File: src/rtl/tour_cmd_seq.sv
// Knight's-tour command sequencer: fetches one-hot moves by index and issues a 2-square leg then a 1-square leg.
// Optional macro TOUR_FANFARE_EN: final move's second leg uses the fanfare opcode.
`timescale 1ns/1ps
module tour_cmd_seq #(
    parameter int NUM_MOVES = 24,
    parameter int IDX_W     = 5
) (
    input  logic             clk,
    input  logic             rst,
    input  logic             start_tour,
    input  logic [7:0]       move,
    output logic [IDX_W-1:0] mv_indx,
    output logic [15:0]      cmd,
    output logic             cmd_vld,
    input  logic             cmd_rdy,
    input  logic             resp_done,
    output logic             busy,
    output logic             tour_done,
    output logic             mv_err
);

    typedef enum logic [2:0] {IDLE, LOAD, LEG1, WAIT1, LEG2, WAIT2, NEXT} state_t;

    localparam logic [3:0]       OP_MOVE  = 4'h2;
    localparam logic [IDX_W-1:0] LAST_IDX = IDX_W'(NUM_MOVES - 1);

    state_t     state, nxt_state;
    logic [7:0] mv_lat;
    logic       move_ok;
    logic       last_move;
    logic [3:0] leg2_op;

    assign move_ok   = (move != 8'h00) && ((move & (move - 8'h01)) == 8'h00);
    assign last_move = (mv_indx == LAST_IDX);

`ifdef TOUR_FANFARE_EN
    localparam logic [3:0] OP_FANFARE = 4'h3;
    assign leg2_op = last_move ? OP_FANFARE : OP_MOVE;
`else
    assign leg2_op = OP_MOVE;
`endif

    // Leg 1 travels the axis with the 2-square displacement.
    function automatic logic [7:0] leg1_heading(input logic [7:0] m);
        logic [7:0] h;
        h = 8'h00;
        case (m)
            8'h01, 8'h02: h = 8'h00;
            8'h04, 8'h08: h = 8'h3F;
            8'h10, 8'h20: h = 8'h7F;
            8'h40, 8'h80: h = 8'hBF;
            default:      h = 8'h00;
        endcase
        return h;
    endfunction

    function automatic logic [7:0] leg2_heading(input logic [7:0] m);
        logic [7:0] h;
        h = 8'h00;
        case (m)
            8'h01, 8'h20: h = 8'hBF;
            8'h02, 8'h10: h = 8'h3F;
            8'h04, 8'h80: h = 8'h00;
            8'h08, 8'h40: h = 8'h7F;
            default:      h = 8'h00;
        endcase
        return h;
    endfunction

    always_ff @(posedge clk or posedge rst) begin
        if (rst) state <= IDLE;
        else     state <= nxt_state;
    end

    always_comb begin
        nxt_state = state;
        case (state)
            IDLE:    if (start_tour) nxt_state = LOAD;
            LOAD:    nxt_state = move_ok ? LEG1 : NEXT;
            LEG1:    if (cmd_rdy) nxt_state = WAIT1;
            WAIT1:   if (resp_done) nxt_state = LEG2;
            LEG2:    if (cmd_rdy) nxt_state = WAIT2;
            WAIT2:   if (resp_done) nxt_state = NEXT;
            NEXT:    nxt_state = last_move ? IDLE : LOAD;
            default: nxt_state = IDLE;
        endcase
    end

    always_comb begin
        cmd_vld = (state == LEG1) || (state == LEG2);
    end

    // cmd is loaded one cycle before each LEG state so it is stable throughout backpressure.
    always_ff @(posedge clk or posedge rst) begin
        if (rst) begin
            mv_indx   <= '0;
            cmd       <= 16'h0000;
            busy      <= 1'b0;
            tour_done <= 1'b0;
            mv_err    <= 1'b0;
            mv_lat    <= 8'h00;
        end else begin
            tour_done <= 1'b0;
            case (state)
                IDLE: begin
                    if (start_tour) begin
                        mv_indx <= '0;
                        mv_err  <= 1'b0;
                        busy    <= 1'b1;
                    end
                end
                LOAD: begin
                    mv_lat <= move;
                    if (move_ok) cmd <= {OP_MOVE, leg1_heading(move), 4'h2};
                    else         mv_err <= 1'b1;
                end
                WAIT1: begin
                    if (resp_done) cmd <= {leg2_op, leg2_heading(mv_lat), 4'h1};
                end
                NEXT: begin
                    if (last_move) begin
                        tour_done <= 1'b1;
                        busy      <= 1'b0;
                        mv_indx   <= '0;
                    end else begin
                        mv_indx <= mv_indx + 1'b1;
                    end
                end
                default: ;
            endcase
        end
    end

endmodule
File: config.mk
export PLATFORM = sky130hd
export DESIGN_NAME = tour_cmd_seq
export DESIGN_NICKNAME = d
export VERILOG_FILES = /design/src/rtl/tour_cmd_seq.sv
export SDC_FILE = /design/constraint.sdc
export NUM_CORES = 1
export LEC_CHECK = 0
export ABC_AREA = 1
export CAP_MARGIN = 25
export CORE_MARGIN = 2
export CORE_UTILIZATION = 30
export CTS_CLUSTER_DIAMETER = 60
export DETAILED_ROUTE_END_ITERATION = 16
export GPL_TIMING_DRIVEN = 1
export PLACE_DENSITY = 0.61
export SLEW_MARGIN = 20
export SYNTH_ARGS = -nofsm -noshare
export SYNTH_HDL_FRONTEND = slang
export SYNTH_SLANG_ARGS = --single-unit
File: constraint.sdc
create_clock -name clk -period 3.5 [get_ports clk]
set_input_delay 0.7 -clock clk [delete_from_list [all_inputs] [get_ports clk]]
set_output_delay 0.7 -clock clk [all_outputs]
set_load 0.05 [all_outputs]
==> results of run 1 <==
area by class of cell:
| class | count | area, sq um |
|---|---|---|
| Clock buffer | 4 | 45.0 |
| Fill cell | 530 | 3090 |
| Inverter | 30 | 113 |
| Multi-Input combinational cell | 155 | 736 |
| Sequential cell | 25 | 626 |
| Tap cell | 70 | 87.6 |
| Timing Repair Buffer | 33 | 348 |
metrics by stage:
stage          hold slack [ps]  cell area, sq um   util  total power, uW
6_report                   479              1950  0.388             1570
5_1_grt                    495              1950  0.388             1700
2_1_floorplan              465              1550      -             1160
4_1_cts                    482              1930  0.382             1580
3_3_place_gp               449              1880  0.373             1390
3_5_place_dp               461              1880  0.373             1400
logic make-up after synthesis:
kind of cell,Yosys count
adder cells (fa/ha/maj),1
buffers and inverters,41
XOR/XNOR,1
AND/OR/NAND/NOR,124
AO/OA/AOI/OAI,24
other,1
flip-flops,25
power by group:
| part | switching, uW | leakage [uW] | internal (uW) |
|---|---|---|---|
| registers | 100 | 0.000312 | 406 |
| clock network | 95.0 | 0.0000228 | 81.7 |
| logic | 603 | 0.000598 | 285 |
final timing paths:
| check | to | slack [ps] | cells past startpoint | startpoint |
|---|---|---|---|---|
| worst max-delay path | cmd_vld | 860 | 4 | state[2]$_DFFE_PP0P_ |
| max in group asynchronous | mv_lat[3]$_DFFE_PP0P_ | 2370 | 3 | rst |
| worst min register to register | cmd[13]$_DFFE_PP0P_ | 480 | 1 | cmd[13]$_DFFE_PP0P_ |
| worst min-delay path | cmd[13]$_DFFE_PP0P_ | 480 | 1 | cmd[13]$_DFFE_PP0P_ |
| min in group asynchronous | cmd[13]$_DFFE_PP0P_ | 710 | 2 | rst |
| worst max register to register | state[0]$_DFFE_PP0P_ | 2030 | 10 | mv_indx[0]$_DFFE_PP0P_ |
placed cells by master, fill, tap and decap left out, types with 2 or more instances in the layout:
cell type,instances
inv_1,26
o22ai_1,2
nor2_2,4
clkbuf_8,3
o21ai_0,17
a21oi_1,2
nor2_4,3
nand3_2,3
dfrtp_1,25
clkdlybuf4s50_1,32
inv_2,4
nand2_2,4
nor2_1,24
o21ai_1,2
nand3_1,21
nand2_1,63
conb_1,5
per-layer routing:
layer / vias to the layer above / routed length [um] / GRT usage
met5: - / 0 / 0
met4: 0 / 67 / 0.0526
met3: 5 / 114 / 0.0132
met2: 28 / 1490 / 0.186
met1: 602 / 1470 / 0.164
li1: 725 / - / -
registers in the layout, indices dropped and copies added, names as in the netlist:
signal / cells
busy: 1
cmd: 6
mv_err: 1
mv_indx: 5
mv_lat: 8
state: 3
tour_done: 1
==> results.sh, run 1 <==
export IMPL_io_buffers=32
export IMPL_fin_crit_sh=0.755
export IMPL_worst_slack_ps=858
export IMPL_total_leakage_power_uw=0.000933
export IMPL_num_rows=26
export IMPL_ys_top_cells_by_count="nand2_1 (63), inv_1 (26), dfrtp_1 (25)"
export IMPL_cts_tree="built"
export IMPL_hpwl_um=2530
export IMPL_die_w_um=75.6
export IMPL_syn_to_final_growth_pct=27.0
export IMPL_clock_path_buffers=2
export IMPL_nNetsFinal=262
export IMPL_slowest_stage="clkdlybuf4s50_1"
export IMPL_synth_mux_area_frac=0
export IMPL_synth_top_family_by_area="simple AND/OR/NAND/NOR gates"
export IMPL_yosysWarnings=0
export IMPL_synth_flop_cell="dfrtp_1"
export IMPL_routed_wl_um=3150
export IMPL_grt_pass1_vias=1130
export IMPL_synth_edff_count=0
export IMPL_cts_root_buf="clkbuf_8"
export IMPL_cts_buffers=3
export IMPL_power_density_nw_per_um2=804
export IMPL_via_per_inst=4.29
export IMPL_grt_pass1_wl_um=5070
export IMPL_worstHoldPathType="flip-flop to flip-flop"
export IMPL_placed_cells=312
export IMPL_syn_area_sq_um=1540
export IMPL_rsz0062_at_grt="false"
export IMPL_drv_slew=0
export IMPL_htree_levels=1
export IMPL_ctsHoldBuffers=0
export IMPL_die_height_um=75.6
export IMPL_worstMarginPinSlew_ps=520
export IMPL_ys_seq_area_frac=0.407
export IMPL_drc=0
export IMPL_synth_compound_area_frac=0.0821
export IMPL_stdcell_count=317
export IMPL_drt_iter0_drc=66
export IMPL_synth_largest_area_cell="dfrtp_1"
export IMPL_cts_resized=0
export IMPL_critical_path_arrival_ps=1940
export IMPL_required_ps=2800
export IMPL_cpLargestDelayFamily="buffers and inverters"
export IMPL_design_die_area_sq_um=5720
export IMPL_synth_most_common_cell="nand2_1"
export IMPL_place_ws_ps=1170
export IMPL_postCtsSetupBuffers=0
export IMPL_clk_latency_ps=270
export IMPL_synth_seq_cells=25
export IMPL_synth_cells=217
export IMPL_crit_buf_inv=1
export IMPL_fin_tns_setup_ps=0
export IMPL_path_clk_slew_ps=90
export IMPL_top_level_ports=38
export IMPL_drv_cap=0
export IMPL_status="completed"
export IMPL_criticalPathCategory="flip-flop to output port"
export IMPL_core_area_sq_um=5040
export IMPL_avgSynthCellArea_sq_um=7.09
export IMPL_vias=1360
export IMPL_post_route_min_period_ps=2640
export IMPL_drive_gt1_frac=0.0972
export IMPL_synthAdderAreaFrac=0.00813
export IMPL_grt_overflow=0
export IMPL_path_common_cell="nand2_1"
export IMPL_finalSetupViolCount=0
export IMPL_clock_skew_ps=1.55
export IMPL_final_hold_viol_count=0
export IMPL_startpoint_type="flip-flop"
export IMPL_finalWeightedCongestion=0.823
export IMPL_crit_fanout=6
export IMPL_endpoint_kind="output port"
export IMPL_synth_top_area_frac=0.407
export IMPL_postRouteAntennaNets=0
export IMPL_peakVddDrop_uv=295
export IMPL_antennaDiodeCount=0
export IMPL_netlist_cell_type_count=22
export IMPL_dr_pass1_iters=4
export IMPL_synth_simple_area_share=0.370
export IMPL_relSlewSlack=0.652
export IMPL_synthXorXnorAreaFrac=0.00569
export IMPL_start_util=0.305
export IMPL_ys_top_cells_by_area="dfrtp_1 (41%), nand2_1 (15%), nand3_1 (6.8%), inv_1 (6.3%), nor2_1 (5.9%)"
export IMPL_async_flop_share=1.00
export IMPL_cpPeakStageDelay_ps=790
export IMPL_wl_per_cell_um=9.94
export IMPL_antenna_found_initial=0
export IMPL_grt_total_usage=0.118
export IMPL_fmax_mhz=378
export IMPL_grt_max_degree=26
export IMPL_cts_sinks=25
export IMPL_path_cells="nor2_1 -> nand2_1 -> nand2_1 -> clkdlybuf4s50_1"
Power figures use the tool's default switching activity.
==> inputs of run 2 (changes only) <==
PLACE_DENSITY = 0.63   (was 0.61)
clock period = 2.1 ns   (was 3.5 ns; I/O delays follow)
==> results.sh, run 2 (synthesis gave the netlist of run 1 again) <==
export IMPL_status="completed"
export IMPL_cpPeakStageDelay_ps=840
export IMPL_nFillCells=530
export IMPL_final_cell_mix="nand2_1 (63), clkdlybuf4s50_1 (31), inv_1 (26)"
export IMPL_grt_pass1_vias=1142
export IMPL_antennaDiodeCount=0
export IMPL_total_leakage_power_uw=0.000933
export IMPL_cts_buffers=3
export IMPL_required_ps=1680
export IMPL_die_height_um=75.6
export IMPL_finalWeightedCongestion=0.801
export IMPL_htree_levels=1
export IMPL_r2r_cells=6
export IMPL_syn_to_final_growth_pct=26.4
export IMPL_crit_fanout=7
export IMPL_power_density_nw_per_um2=1360
export IMPL_via_per_inst=4.23
export IMPL_critical_path_arrival_ps=1550
export IMPL_whs_endpoint="cmd[13]$_DFFE_PP0P_"
export IMPL_final_hold_viol_count=0
export IMPL_fin_tns_setup_ps=0
export IMPL_drc=0
export IMPL_path_clk_slew_ps=90
export IMPL_cts_sinks=25
export IMPL_core_area_sq_um=5040
export IMPL_num_rows=26
export IMPL_r2r_end="mv_lat[3]$_DFFE_PP0P_"
export IMPL_drv_cap=0
export IMPL_cts_root_buf="clkbuf_8"
export IMPL_peakVddDrop_uv=448
export IMPL_hold_slack_ps=471
export IMPL_criticalPathCategory="flip-flop to output port"
export IMPL_hpwl_um=2480
export IMPL_grt_max_degree=26
export IMPL_hold_start="cmd[13]$_DFFE_PP0P_"
export IMPL_drv_slew=0
export IMPL_path_cells="clkdlybuf4s50_1"
export IMPL_top_level_ports=38
export IMPL_regMostFlops="mv_lat"
export IMPL_grt_total_usage=0.115
export IMPL_design_die_area_sq_um=5720
export IMPL_fmax_mhz=507
export IMPL_grt_pass1_wl_um=4970
export IMPL_worstReg2RegStart="state[1]$_DFFE_PP0P_"
export IMPL_postCtsSetupBuffers=0
export IMPL_ctsHoldBuffers=0
export IMPL_relSlewSlack=0.660
export IMPL_worstMarginPinSlew_ps=508
export IMPL_cts_tree="built"
export IMPL_drt_iter0_drc=83
export IMPL_startpoint_type="flip-flop"
export IMPL_cpLargestDelayFamily="buffers and inverters"
export IMPL_postRouteAntennaNets=0
export IMPL_die_w_um=75.6
export IMPL_hold_path_depth=1
export IMPL_crit_buf_inv=1
export IMPL_slowest_stage="clkdlybuf4s50_1"
export IMPL_post_route_min_period_ps=1970
export IMPL_wl_per_cell_um=9.83
export IMPL_clk_latency_ps=270
export IMPL_nNetsFinal=262
export IMPL_cts_resized=0
export IMPL_vias=1340
export IMPL_dr_pass1_iters=4
export IMPL_finalSetupViolCount=0
export IMPL_grt_overflow=0
export IMPL_worstHoldPathType="flip-flop to flip-flop"
export IMPL_top_regs="mv_lat (8), cmd (6), mv_indx (5)"
export IMPL_clock_skew_ps=2.83
export IMPL_fin_crit_sh=0.940
export IMPL_start_util=0.305
export IMPL_rrSetupSlack_ps=640
export IMPL_routed_wl_um=3120
export IMPL_largest_reg_flops=8
export IMPL_endpoint_kind="output port"
export IMPL_antenna_found_initial=0
export IMPL_final_common_cell="nand2_1"
export IMPL_rsz0062_at_grt="false"
export IMPL_drive_gt1_frac=0.105
export IMPL_io_buffers=32
export IMPL_clock_path_buffers=2
==> run 2: changes by cell type in the layout (fill, tap and decap cells not counted) <==
cell             delta
buf_4               +1
clkdlybuf4s50_1     -1
clkinv_2            +1
buf_16              -1
clkbuf_1            -1
buf_12              +1
==> run 2: routing by layer <==
metal | track usage | part of all wire | up-vias
met2 | 0.187 | 0.46 | 33
met1 | 0.150 | 0.48 | 582
li1 | - | - | 720
met4 | 0.0526 | 0.020 | 0
met5 | 0 | 0 | -
met3 | 0.0185 | 0.036 | 5
==> run 2: layout make-up <==
type                            instances  area (sq um)  area share
Sequential cell                        25           626       0.322
Tap cell                               70          87.6      0.0450
Multi-Input combinational cell        155           736       0.378
Timing Repair Buffer                   33           338       0.174
Clock inverter                          1          5.00     0.00257
Clock buffer                            3          41.3      0.0212
Inverter                               30           113      0.0579
==> run 2: worst reg2reg max path, cell delays in order, from the launching register on <==
cell and delay (ps):
dfrtp_1 430, inv_1 120, nand2_1 110, nor2_4 330, inv_1 190, nand2_1 80, o21ai_0 80
==> run 2: how the worst max path moves through the flow <==
stage / endpoint / slack (ps) / depth (start not counted) / startpoint
floorplan: state[0]$_DFFE_PP0P_ / 450 / 10 / mv_indx[0]$_DFFE_PP0P_
global placement: cmd[13]$_DFFE_PP0P_ / 230 / 9 / move[2]
detailed placement: cmd[13]$_DFFE_PP0P_ / 220 / 9 / move[2]
CTS: cmd[6] / 100 / 1 / cmd[9]$_DFFE_PP0P_
global route: cmd[6] / 30 / 1 / cmd[9]$_DFFE_PP0P_
finish: cmd[6] / 130 / 1 / cmd[9]$_DFFE_PP0P_
==> run 2: stage by stage <==
stage | utilization | total power (uW) | cells | area, sq um | setup slack [ps]
after floorplan | - | 1940 | 221 | 1550 | 448
after global placement | 0.377 | 2360 | 313 | 1900 | 232
after detailed placement | 0.377 | 2370 | 313 | 1900 | 223
after CTS | 0.386 | 2670 | 317 | 1950 | 97.8
after global routing | 0.386 | 2860 | 317 | 1950 | 30.0
final | 0.386 | 2640 | 317 | 1950 | 127
==> run 2: power breakdown <==
group | internal [uW] | total, uW | switching (uW)
Clock | 133 | 287 | 154
Combinational | 498 | 1510 | 1010
Sequential | 677 | 848 | 171
Total | 1310 | 2640 | 1330
